<file path="src/rtl/mul_arbiter_if.sv">
// Requester and multiplier-side signal bundle for mul_arbiter.
// The arbiter connects through the slave modport; clients and the multiplier use master.
interface mul_arbiter_if #(
    parameter int NUM_REQ    = 4,
    parameter int DATA_WIDTH = 32
);
    logic [NUM_REQ-1:0]              req_valid;
    logic [NUM_REQ-1:0]              req_ready;
    logic [NUM_REQ*DATA_WIDTH-1:0]   req_op1;
    logic [NUM_REQ*DATA_WIDTH-1:0]   req_op2;
    logic [NUM_REQ-1:0]              resp_valid;
    logic [NUM_REQ-1:0]              resp_ready;
    logic [NUM_REQ*2*DATA_WIDTH-1:0] resp_res;
    logic [NUM_REQ-1:0]              resp_ovf;
    logic                            mul_en;
    logic [DATA_WIDTH-1:0]           mul_op1;
    logic [DATA_WIDTH-1:0]           mul_op2;
    logic [2*DATA_WIDTH-1:0]         mul_res;
    logic                            mul_overflow;

    modport slave (
        input  req_valid, req_op1, req_op2, resp_ready, mul_res, mul_overflow,
        output req_ready, resp_valid, resp_res, resp_ovf, mul_en, mul_op1, mul_op2
    );

    modport master (
        output req_valid, req_op1, req_op2, resp_ready, mul_res, mul_overflow,
        input  req_ready, resp_valid, resp_res, resp_ovf, mul_en, mul_op1, mul_op2
    );
endinterface

</file>
<file path="src/rtl/mul_arbiter.sv">
// Round-robin sharing of one fixed-latency pipelined multiplier among NUM_REQ clients,
// with a tag pipe tracking result ownership and a per-client result holding register.
module mul_arbiter #(
    parameter int NUM_REQ     = 4,
    parameter int DATA_WIDTH  = 32,
    parameter int MUL_LATENCY = 2,
    parameter int ID_W        = $clog2(NUM_REQ)
) (
    input  logic         clk,
    input  logic         rst_n,
    mul_arbiter_if.slave bus,
    output logic         idle
);
    localparam int RES_W = 2 * DATA_WIDTH;
    localparam int TAG_W = MUL_LATENCY * ID_W;

    logic [ID_W-1:0]                      rr_q, rr_d;
    logic [NUM_REQ-1:0]                   busy_q, busy_d;
    logic [MUL_LATENCY-1:0]               tag_vld_q, tag_vld_d;
    logic [MUL_LATENCY-1:0][ID_W-1:0]     tag_id_q, tag_id_d;
    logic [NUM_REQ-1:0]                   resp_valid_q, resp_valid_d;
    logic [NUM_REQ-1:0][RES_W-1:0]        resp_res_q, resp_res_d;
    logic [NUM_REQ-1:0]                   resp_ovf_q, resp_ovf_d;

    logic [NUM_REQ-1:0][DATA_WIDTH-1:0]   op1_s, op2_s;
    logic [NUM_REQ-1:0]                   eligible_s;
    logic [NUM_REQ-1:0]                   resp_hs_s;
    logic [NUM_REQ-1:0]                   ready_s;
    logic [ID_W:0]                        scan_s;
    logic                                 hit_s;
    logic                                 grant_s;
    logic [ID_W-1:0]                      gnt_id_s;
    logic                                 cap_s;
    logic [ID_W-1:0]                      cap_id_s;

    assign op1_s = bus.req_op1;
    assign op2_s = bus.req_op2;

    // Round-robin scan starting at rr_q; picks the first requester that is valid and not busy.
    always_comb begin
        eligible_s = bus.req_valid & ~busy_q;
        grant_s    = 1'b0;
        gnt_id_s   = '0;
        scan_s     = '0;
        hit_s      = 1'b0;
        for (int k = 0; k < NUM_REQ; k++) begin
            scan_s   = {1'b0, rr_q} + (ID_W + 1)'(k);
            scan_s   = (scan_s >= (ID_W + 1)'(NUM_REQ)) ? scan_s - (ID_W + 1)'(NUM_REQ) : scan_s;
            hit_s    = !grant_s && eligible_s[scan_s[ID_W-1:0]];
            gnt_id_s = hit_s ? scan_s[ID_W-1:0] : gnt_id_s;
            grant_s  = grant_s | hit_s;
        end
        ready_s           = '0;
        ready_s[gnt_id_s] = grant_s;
    end

    assign bus.req_ready = ready_s;
    assign bus.mul_en    = grant_s;
    assign bus.mul_op1   = grant_s ? op1_s[gnt_id_s] : '0;
    assign bus.mul_op2   = grant_s ? op2_s[gnt_id_s] : '0;

    // Next-state: issue bookkeeping, tag pipe shift, result capture and response handshake.
    always_comb begin
        resp_hs_s = resp_valid_q & bus.resp_ready;

        busy_d           = busy_q & ~resp_hs_s;
        busy_d[gnt_id_s] = busy_d[gnt_id_s] | grant_s;

        rr_d = grant_s ? ((gnt_id_s == ID_W'(NUM_REQ - 1)) ? '0 : gnt_id_s + ID_W'(1)) : rr_q;

        // The multiplier never stalls, so the tag pipe shifts unconditionally.
        tag_vld_d = MUL_LATENCY'({tag_vld_q, grant_s});
        tag_id_d  = TAG_W'({tag_id_q, gnt_id_s});

        cap_s    = tag_vld_q[MUL_LATENCY-1];
        cap_id_s = tag_id_q[MUL_LATENCY-1];

        resp_valid_d           = resp_valid_q & ~resp_hs_s;
        resp_valid_d[cap_id_s] = resp_valid_d[cap_id_s] | cap_s;
        resp_res_d             = resp_res_q;
        resp_res_d[cap_id_s]   = cap_s ? bus.mul_res : resp_res_q[cap_id_s];
        resp_ovf_d             = resp_ovf_q;
        resp_ovf_d[cap_id_s]   = cap_s ? bus.mul_overflow : resp_ovf_q[cap_id_s];
    end

    // State registers; reset discards anything in flight.
    always_ff @(posedge clk or negedge rst_n) begin
        if (!rst_n) begin
            rr_q         <= '0;
            busy_q       <= '0;
            tag_vld_q    <= '0;
            tag_id_q     <= '0;
            resp_valid_q <= '0;
            resp_res_q   <= '0;
            resp_ovf_q   <= '0;
        end else begin
            rr_q         <= rr_d;
            busy_q       <= busy_d;
            tag_vld_q    <= tag_vld_d;
            tag_id_q     <= tag_id_d;
            resp_valid_q <= resp_valid_d;
            resp_res_q   <= resp_res_d;
            resp_ovf_q   <= resp_ovf_d;
        end
    end

    assign bus.resp_valid = resp_valid_q;
    assign bus.resp_res   = resp_res_q;
    assign bus.resp_ovf   = resp_ovf_q;
    assign idle           = ~|tag_vld_q & ~|busy_q & ~|resp_valid_q;
endmodule

</file>
<file path="src/flat_wrapper.sv">
// flat-port wrapper written by rule: the top's interface ports become plain ports
module mul_arbiter_flat 
#(
    parameter int NUM_REQ     = 4,
    parameter int DATA_WIDTH  = 32,
    parameter int MUL_LATENCY = 2,
    parameter int ID_W        = $clog2(NUM_REQ)
)
  (clk, rst_n, idle, bus_req_valid, bus_req_op1, bus_req_op2, bus_resp_ready, bus_mul_res, bus_mul_overflow, bus_req_ready, bus_resp_valid, bus_resp_res, bus_resp_ovf, bus_mul_en, bus_mul_op1, bus_mul_op2);
  mul_arbiter_if #(.NUM_REQ(NUM_REQ), .DATA_WIDTH(DATA_WIDTH)) bus_i ();
  input  logic clk;
  input  logic rst_n;
  output logic idle;
  input wire logic [$bits(bus_i.req_valid)-1:0] bus_req_valid;
  input wire logic [$bits(bus_i.req_op1)-1:0] bus_req_op1;
  input wire logic [$bits(bus_i.req_op2)-1:0] bus_req_op2;
  input wire logic [$bits(bus_i.resp_ready)-1:0] bus_resp_ready;
  input wire logic [$bits(bus_i.mul_res)-1:0] bus_mul_res;
  input wire logic [$bits(bus_i.mul_overflow)-1:0] bus_mul_overflow;
  output wire logic [$bits(bus_i.req_ready)-1:0] bus_req_ready;
  output wire logic [$bits(bus_i.resp_valid)-1:0] bus_resp_valid;
  output wire logic [$bits(bus_i.resp_res)-1:0] bus_resp_res;
  output wire logic [$bits(bus_i.resp_ovf)-1:0] bus_resp_ovf;
  output wire logic [$bits(bus_i.mul_en)-1:0] bus_mul_en;
  output wire logic [$bits(bus_i.mul_op1)-1:0] bus_mul_op1;
  output wire logic [$bits(bus_i.mul_op2)-1:0] bus_mul_op2;
  assign bus_i.req_valid = bus_req_valid;
  assign bus_i.req_op1 = bus_req_op1;
  assign bus_i.req_op2 = bus_req_op2;
  assign bus_i.resp_ready = bus_resp_ready;
  assign bus_i.mul_res = bus_mul_res;
  assign bus_i.mul_overflow = bus_mul_overflow;
  assign bus_req_ready = bus_i.req_ready;
  assign bus_resp_valid = bus_i.resp_valid;
  assign bus_resp_res = bus_i.resp_res;
  assign bus_resp_ovf = bus_i.resp_ovf;
  assign bus_mul_en = bus_i.mul_en;
  assign bus_mul_op1 = bus_i.mul_op1;
  assign bus_mul_op2 = bus_i.mul_op2;
  mul_arbiter #(.NUM_REQ(NUM_REQ), .DATA_WIDTH(DATA_WIDTH), .MUL_LATENCY(MUL_LATENCY), .ID_W(ID_W)) u_core (.clk(clk), .rst_n(rst_n), .bus(bus_i), .idle(idle));
endmodule
</file>
<file path="config.mk">
export PLATFORM = sky130hd
export DESIGN_NAME = mul_arbiter_flat
export DESIGN_NICKNAME = d
export VERILOG_FILES = /design/src/rtl/mul_arbiter_if.sv /design/src/rtl/mul_arbiter.sv /design/src/flat_wrapper.sv
export SDC_FILE = /design/constraint.sdc
export NUM_CORES = 1
export LEC_CHECK = 0
export CORE_AREA = 2 2 260 262
export DETAILED_ROUTE_END_ITERATION = 7
export DIE_AREA = 0 0 262 264
export GPL_TIMING_DRIVEN = 0
export PLACE_DENSITY = 0.48
export SLEW_MARGIN = 15
export SYNTH_ARGS = -nofsm -noshare
export SYNTH_HDL_FRONTEND = slang
export SYNTH_SLANG_ARGS = --single-unit
</file>
<file path="constraint.sdc">
create_clock -name clk -period 4.3 [get_ports clk]
set_input_delay 0.645 -clock clk [delete_from_list [all_inputs] [get_ports clk]]
set_output_delay 0.645 -clock clk [all_outputs]
set_load 0.05 [all_outputs]
</file>
==> Yosys cells after proc, flatten, opt, wreduce, memory -nomap -nowiden <==
Index checks and enable logic that the tools add are counted.
{ "totals": {"ff_bits": 276, "input_bits": 331, "out_inout_bits": 334} }
{ "op_classes": {"add_sub_neg": 8, "n_lt_le_gt_ge": 12, "n_eq_ne": 1, "muxes": 43, "bitwise_logic": 14, "n_reduce_logical": 14} }
{ "ops": {"columns": ["op", "n"], "rows": [
  ["bitwise mux 256 bit", 1],
  ["2-to-1 mux 64 bit", 3],
  ["binary-select mux 32 bit (select 2 bit)", 2],
  ["binary-select mux 64 bit (select 2 bit)", 1],
  ["demux 64 bit (select 2 bit)", 1],
  ["2-to-1 mux 32 bit", 4],
  ["bitwise AND 4 bit", 5],
  ["< comparator 2 x 3 -> 1 bit (second input constant)", 6],
  ["2-to-1 mux 2 bit", 9],
  ["binary-select mux 1 bit (select 2 bit)", 7],
  ["bitwise mux 4 bit", 3],
  ["2-to-1 mux 1 bit", 10],
  ["greater-or-equal comparator 3 bit (second input constant)", 3],
  ["NOT 4 bit", 2],
  ["OR reduction 4 bit", 2],
  ["subtractor 2 x 1 -> 2 bit (second input constant)", 4],
  ["adder 2 x 2 -> 3 bit (second input constant)", 2],
  ["zero test 1 bit", 6],
  ["logical AND 1 bit", 5],
  ["OR 1 bit", 5],
  ["demux 1 bit (select 2 bit)", 2],
  ["greater-or-equal comparator 2 x 1 -> 1 bit (second input constant)", 2],
  ["adder 2 x 1 -> 3 bit (second input constant)", 1],
  ["greater-or-equal comparator 2 x 3 -> 1 bit (second input constant)", 1],
  ["4 further kinds", 5]
]} }

==> Depth between registers and ports, before layout <==
Gate-level depths: netlist (run 1).
{ "depth": {"ltp_word": 18, "ltp_mapped": 11, "mapped_depth_nobuf": 8} }

==> Worst setup path after synthesis (run 1) <==
Ideal clock, no wire load.
{ "synth_timing": {"path_type": "flip-flop to output port", "start": "register u_core.resp_valid_q[2] (netlist: u_core.bus.resp_valid[2])", "end": "output idle", "arrival_time_ps": 2629, "required_time_ps": 3655, "path_slack_ps": 1026, "path_stages_with_launch": 3, "path_buffers": 0, "cell_sequence": "dfrtp_1 or4_1 nor4_1"} }
{ "synth_via": {"elab_chain_cells": 3} }
{ "synth_lines": {"columns": ["element", "line", "text"], "rows": [
  ["from (decl)", "mul_arbiter.sv:21", "logic [NUM_REQ-1:0] resp_valid_q, resp_valid_d;"],
  ["from (signal assigned)", "mul_arbiter.sv:101", "resp_valid_q <= resp_valid_d;"],
  ["OR reduction 4 bit", "mul_arbiter.sv:110", "assign idle = ~|tag_vld_q & ~|busy_q & ~|resp_valid_q;"],
  ["zero test 1 bit", "mul_arbiter.sv:110", null],
  ["bitwise AND 1 bit", "mul_arbiter.sv:110", null],
  ["to (decl)", "flat_wrapper.sv:13", "output logic idle;"]
]} }
Every way passes these cells.

==> Final worst setup path (run 1) <==
{ "layout_timing": {"start": "input bus_req_valid[1]", "end": "output bus_mul_op1[4]"} }
{ "layout_via": {"elab_chain_cells": 15} }
{ "layout_lines": {"columns": ["element", "line", "text"], "rows": [
  ["from (decl)", "flat_wrapper.sv:14", "input wire logic [$bits(bus_i.req_valid)-1:0] bus_req_valid;"],
  ["bitwise AND 4 bit *", "mul_arbiter.sv:41", "eligible_s = bus.req_valid & ~busy_q;"],
  ["binary-select mux 1 bit (select 2 bit)", "mul_arbiter.sv:49", "hit_s = !grant_s && eligible_s[scan_s[ID_W-1:0]];"],
  ["2-to-1 mux 1 bit (implied by the code)", "mul_arbiter.sv:49", null],
  ["zero test 1 bit", "mul_arbiter.sv:49", null],
  ["logical AND 1 bit", "mul_arbiter.sv:49", null],
  ["OR 1 bit", "mul_arbiter.sv:51", "grant_s = grant_s | hit_s;"],
  ["zero test 1 bit", "mul_arbiter.sv:49", null],
  ["logical AND 1 bit", "mul_arbiter.sv:49", null],
  ["OR 1 bit", "mul_arbiter.sv:51", null],
  ["zero test 1 bit", "mul_arbiter.sv:49", null],
  ["logical AND 1 bit", "mul_arbiter.sv:49", null],
  ["2-to-1 mux 2 bit", "mul_arbiter.sv:50", "gnt_id_s = hit_s ? scan_s[ID_W-1:0] : gnt_id_s;"],
  ["binary-select mux 32 bit (select 2 bit)", "mul_arbiter.sv:59", "assign bus.mul_op1 = grant_s ? op1_s[gnt_id_s] : '0;"],
  ["2-to-1 mux 32 bit (implied by the code)", "mul_arbiter.sv:59", null],
  ["2-to-1 mux 32 bit *", "mul_arbiter.sv:59", null],
  ["to (decl)", "flat_wrapper.sv:25", "output wire logic [$bits(bus_i.mul_op1)-1:0] bus_mul_op1;"]
]} }
Every way passes the cells marked *; elsewhere a longest branch is shown, timed or not. The select of a mux whose other input is x is not followed.

==> metrics.yaml, run 1 <==
run_status:
  status: "complete, no violations"
route:
  drtAntennaViolNets: 0
  vias: 13530
  first_pass_iters: 4
  vias_per_cell: 4.669
  wirelength_um: 76250
  detail_route.wl_per_cell_um: 26.30
  drtIter0Drc: 543
  drc_errors: 0
worst_hold_path:
  min-delay-start: "u_core.tag_id_d[2]"
  hold_depth: 0
  min_to: "u_core.cap_id_s[0]"
  hold_path_class: "flop to flop"
sta:
  fin_crit_sh_pct: 98.07
  clock_skew_ns: 0.01712
  min_period_ns: 4.217
  max_freq_mhz: 237.1
  finalHoldViolations: 0
  setup_tns_ns: 0
  finalSetupViolations: 0
  slew_viol_final: 0
  relSlewSlack_pct: 36.65
  tightest_slew_ns: 0.9503
grt:
  grt_max_degree: 101
  grt_pass1_wl_um: 106600
  antenna_found_initial: 17
  gr-total-overflow: 0
  track_usage_pct: 21.50
  grt_pass1_vias: 14240
layout:
  fin_util_pct: 35.48
  seqCellArea_um2: 6907
  layout_commonest_cell: "clkdlybuf4s50_1"
  multiInputGateArea_um2: 6988
  syn_to_final_growth_pct: 63.21
  final_cell_mix: "clkdlybuf4s50_1 (610), dfrtp_1 (276), nand2_1 (199), mux2i_1 (149), o21ai_1 (122)"
  final_area_um2: 23620
  drive_gt1_share_pct: 10.83
  final_nets: 2333
  n_fill_cell: 6615
floorplanning:
  start_util_pct: 21.74
  fp.dieArea_um2: 69170
  dieWidth_um: 262
  rows: 95
  core_um2: 66560
  dieHeight_um: 264
  io_pins: 665
worst_setup_path:
  end_kind: "output pin"
  critPathKind: "input pin to output pin"
  rrSetupSlack_ns: 1.66
  critPathSlowestCell: "clkdlybuf4s50_1"
  crit_fanout: 10
  worstPathArrival_ns: 3.57
  path_buf_inv: 5
  r2r_start: "u_core.cap_id_s[1]"
  worstPathRequired_ns: 3.65
  cpPeakStageDelay_ns: 0.85
  rr_endpoint: "u_core.bus.resp_res[49]"
  startpoint_type: "input pin"
  worstPathCellList: "clkdlybuf4s50_1, nor2b_4, a21oi_1, o32a_1, buf_2, buf_6, buf_6, mux2i_1, o22ai_1, clkdlybuf4s50_1"
  crit_family: "buffers and inverters"
  r2r_cells: 6
synth:
  synth_area_leaders: "dfrtp_1 (48%), mux2i_1 (11%), mux4_2 (10%), mux2i_4 (6.2%), nand2_1 (5.2%)"
  postSynthCellCount: 1294
  synth_nets: 1629
  netlist.area_leader.share_pct: 47.73
  seq_area_frac_synth_pct: 47.73
  synth_cell_types: 36
  synthesis.area_um2: 14470
  synth_top_cell_by_area: "dfrtp_1"
  avgSynthCellArea_um2: 11.18
  ys_seq_elements: 276
  synth_warnings: 0
place:
  place_area_um2: 22300
  gp_congestion: 0.8918
  post-dp-hpwl_um: 61080
  numPortBuffers: 664
job:
  max-cap-violations: 0
clocking:
  clock_latency_ns: 0.55
  cts_tree: "done"
  cts_made_buffers: 34
  ctsLongestPathBuffers: 3
  htree_levels: 2
  clk_pin_slew_ns: 0.06
  cts_root_buf: "clkbuf_16"
  cts_sinks: 276
  postCtsSetupBuffers: 0
==> metal layers <==
| layer | up-vias | track usage, % | part of all wire (%) |
|---|---|---|---|
| met2 | 532 | 42.17 | 56 |
| li1 | 6090 | - | - |
| met5 | - | 0 | 0.014 |
| met1 | 6810 | 23.32 | 36 |
| met4 | 2 | 4.978 | 2.6 |
| met3 | 100 | 4.078 | 5.6 |
==> metrics by stage <==
stage,hold WS [ns],setup slack (ns),cells
2_1_floorplan,0.3312,1.026,1294
3_3_place_gp,0.3378,-9.694,2831
3_5_place_dp,0.3395,-0.4043,2834
4_1_cts,0.3536,0.02387,2895
5_1_grt,0.3695,-0.01008,2899
6_report,0.3521,0.08306,2899
==> worst max path at each step <==
stage,endpoint,cells after the start,startpoint,slack (ns)
4_1_cts,bus_mul_op2[21],10,bus_req_valid[3],0.02
3_3_place_gp,u_core.bus.resp_res[173],1,rst_n,-9.69
5_1_grt,bus_mul_op1[25],10,bus_req_valid[1],-0.01
6_report,bus_mul_op1[4],10,bus_req_valid[1],0.08
2_1_floorplan,idle,2,u_core.bus.resp_valid[2],1.03
3_5_place_dp,bus_mul_op2[3],9,bus_req_valid[0],-0.40
==> what timing repair did <==
action,in CTS,in global routing
hold endpoints to repair,31,0
setup endpoints to repair,41,22
hold buffers,1,0
resized for setup,29,31
==> layout make-up <==
cell class | instances | area share (%)
antenna | 4 | 0.04238
buffer | 108 | 2.352
clock buffer | 43 | 3.958
clock inverter | 17 | 1.229
inverter | 13 | 0.2066
multi-input combinational | 897 | 29.59
sequential | 276 | 29.25
tap | 873 | 4.625
timing repair buffer | 668 | 28.75
==> Yosys cell counts (all sizes together) <==
| cell | number |
|---|---|
| mux2 | 1 |
| or4 | 2 |
| mux4 | 65 |
| ha | 4 |
| dfrtp | 276 |
| a311oi | 1 |
| mux2i | 194 |
| nand2b | 5 |
| o32a | 1 |
| inv | 13 |
| o2111ai | 1 |
| nand2 | 199 |
| nor2 | 68 |
| clkbuf | 65 |
| nor4 | 1 |
| nor2b | 2 |
| a21boi | 1 |
| o31ai | 3 |
| a21oi | 71 |
| o21ai | 201 |
| a31oi | 2 |
| buf | 43 |
| or2 | 1 |
| and2 | 5 |
| nor3b | 1 |
| o22ai | 68 |
==> sequential cells by signal (all words and copies together), names as in the netlist <==
signal	count
u_core.tag_vld_q	2
u_core.cap_id_s	2
u_core.busy_q	4
u_core.bus.resp_res	256
u_core.tag_id_d	2
u_core.rr_q	2
u_core.bus.resp_valid	4
u_core.bus.resp_ovf	4
==> cells by family (layout without fill, tap and decap cells) <==
family	Yosys count	in the layout	share of synthesized area, %
compound gates	349	349	12.88
fa+ha+maj	4	4	0.3459
buf+inv	121	849	4.159
flops	276	276	47.73
mux	260	260	27.10
other cells	0	4	0
simple gates	284	284	7.791
==> worst reg2reg max path: stages, from the launching register on <==
cell and delay, ns:
dfrtp_1 0.53, or2_2 0.18, clkbuf_1 0.28, clkbuf_1 0.65, clkbuf_1 0.70, nand2_1 0.13
o21ai_1 0.10
Power of run 1 is not shown: default switching activity piles up to over one toggle a cycle in this logic, so the estimate is an artifact.
==> run 2, diff against run 1 <==
--- a/config.mk
+++ b/config.mk
@@ -5,11 +5,11 @@
 export SDC_FILE = /design/constraint.sdc
 export NUM_CORES = 1
 export LEC_CHECK = 0
-export CORE_AREA = 2 2 260 262
+export CORE_AREA = 2 2 259 261
+export CTS_CLUSTER_DIAMETER = 120
 export DETAILED_ROUTE_END_ITERATION = 7
-export DIE_AREA = 0 0 262 264
+export DIE_AREA = 0 0 261 263
 export GPL_TIMING_DRIVEN = 0
-export PLACE_DENSITY = 0.48
 export SLEW_MARGIN = 15
 export SYNTH_ARGS = -nofsm -noshare
 export SYNTH_HDL_FRONTEND = slang
==> metrics.yaml, run 2 (same netlist as run 1, synthesis figures left out) <==
route:
  detail_route.wl_per_cell_um: 26.64  # +1.3%
  vias_per_cell: 4.738  # +1.5%
  wirelength_um: 77240  # +1.3%
  vias: 13740  # +1.5%
  drc_errors: 0  # unchanged
  drtAntennaViolNets: 0  # unchanged
  first_pass_iters: 5  # +1
  drtIter0Drc: 781  # +44%
clocking:
  clk_pin_slew_ns: 0.07  # about the same
  clock_latency_ns: 0.59  # +0.04 ns
  htree_levels: 1  # -1
  postCtsSetupBuffers: 0  # unchanged
  ctsLongestPathBuffers: 3  # unchanged
  cts_hold_buffers: 0  # -1
  cts_sinks: 276  # unchanged
  postCtsResizedCells: 16  # -45%
  cts_tree: "done"
  cts_root_buf: "clkbuf_16"
  cts_made_buffers: 30  # -12%
layout:
  syn_to_final_growth_pct: 62.09
  largest_reg_flops: 256  # unchanged
  final_nets: 2327  # -0.26%
  n_fill_cell: 6553  # -0.94%
  final_cell_mix: "clkdlybuf4s50_1 (647), dfrtp_1 (276), nand2_1 (199), mux2i_1 (149), o21ai_1 (122)"
  layout_commonest_cell: "clkdlybuf4s50_1"
  drive_gt1_share_pct: 10.72  # -0.11 points
grt:
  grt_pass1_vias: 14690  # +3.2%
  gr-total-overflow: 0  # unchanged
  grt_pass1_wl_um: 107800  # +1.2%
  grt_max_degree: 106  # +5.0%
  track_usage_pct: 21.85  # +0.35 points
  antenna_found_initial: 44  # +27
run_status:
  status: "complete, no violations"
floorplanning:
  dieWidth_um: 261  # -0.38%
  core_um2: 65630  # -1.4%
  io_pins: 665  # unchanged
  fp.dieArea_um2: 68640  # -0.76%
  dieHeight_um: 263  # -0.38%
  start_util_pct: 22.05  # +0.31 points
  rows: 94  # -1.1%
place:
  post-dp-hpwl_um: 62170  # +1.8%
  numPortBuffers: 664  # unchanged
  dp_slack_ns: -0.4841  # -0.07979 ns
  gp_congestion: 0.9703  # +8.8%
sta:
  finalSetupViolations: 0  # unchanged
  min_period_ns: 4.269  # +0.05245 ns
  rsz0062_at_grt: "no"
  finalHoldViolations: 0  # unchanged
  clock_skew_ns: 0.03164  # +0.01452 ns
  setup_slack_ns: 0.03061  # -0.05245 ns
  relSlewSlack_pct: 29.45  # -7.2 points
  fin_crit_sh_pct: 99.29  # +1.2 points
  tightest_slew_ns: 1.058  # +0.1079 ns
  slew_viol_final: 0  # unchanged
  max_freq_mhz: 234.2  # -1.2%
worst_setup_path:
  worstPathCellList: "clkdlybuf4s50_1, nor2b_1, a21oi_1, o32a_1, buf_2, buf_6, buf_6, mux2i_1, o22ai_1, clkdlybuf4s50_1"
  cpPeakStageDelay_ns: 0.89  # +0.04 ns
  crit_fanout: 10  # unchanged
  crit_family: "buffers and inverters"
  startpoint_type: "input pin"
  worstPathArrival_ns: 3.62  # +0.05 ns
  critPathKind: "input pin to output pin"
  worstPathRequired_ns: 3.65  # about the same
  end_kind: "output pin"
  critPathSlowestCell: "clkdlybuf4s50_1"
  path_buf_inv: 5  # unchanged
worst_hold_path:
  hold_path_class: "input pin to asynchronous set/reset pin"
job:
  max-cap-violations: 0  # unchanged
[run 2: cell types whose count changed in the layout (fill, tap and decap cells not counted), moves of 3 or more]
cell,change
clkbuf_16,-4
diode_2,+16
clkbuf_1,-3
dlymetal6s2s_1,-23
clkdlybuf4s50_1,+37
dlygate4sd2_1,-14
[run 2: per-layer routing]
layer	track usage [%]	wire [um]
met5	0	71
met4	11.84	4525
met3	4.323	4732
met2	41.21	41810
met1	22.32	26100
[run 2: stage by stage]
stage          util, %  area, um2  hold WS (ns)  setup TNS, ns  instances
2_1_floorplan        -      14470        0.3312              0       1294
3_3_place_gp     33.82      22200        0.3357       -2524.78       2822
3_5_place_dp     33.91      22260        0.3371         -10.03       2824
4_1_cts          35.63      23380       0.02944              0       2879
5_1_grt          35.74      23460       0.04702              0       2899
6_report         35.74      23460       0.02493              0       2899
[run 2: worst paths after layout]
check | startpoint | end | slack [ns] | cells past startpoint
worst max-delay path | bus_req_valid[3] | bus_mul_op2[25] | 0.03 | 10
worst min-delay path | rst_n | u_core.bus.resp_res[26] | 0.02 | 1
worst max register to register | u_core.cap_id_s[0] | u_core.bus.resp_res[46] | 1.43 | 7
worst min register to register | u_core.tag_id_d[2] | u_core.cap_id_s[0] | 0.35 | 0
max in group asynchronous | rst_n | u_core.bus.resp_res[184] | 2.83 | 3
min in group clk | u_core.tag_id_d[2] | u_core.cap_id_s[0] | 0.35 | 0
[run 2: layout make-up]
class | count | area [um2] | area share (%)
clock inverter | 17 | 269.0 | 1.147
antenna | 20 | 50.05 | 0.2134
timing repair buffer | 666 | 6713 | 28.62
inverter | 13 | 48.80 | 0.2080
multi-input combinational | 897 | 6989 | 29.80
clock buffer | 38 | 840.8 | 3.585
tap | 864 | 1081 | 4.609
buffer | 108 | 556.8 | 2.374
sequential | 276 | 6907 | 29.45
Power of run 2 is left out for the same reason.
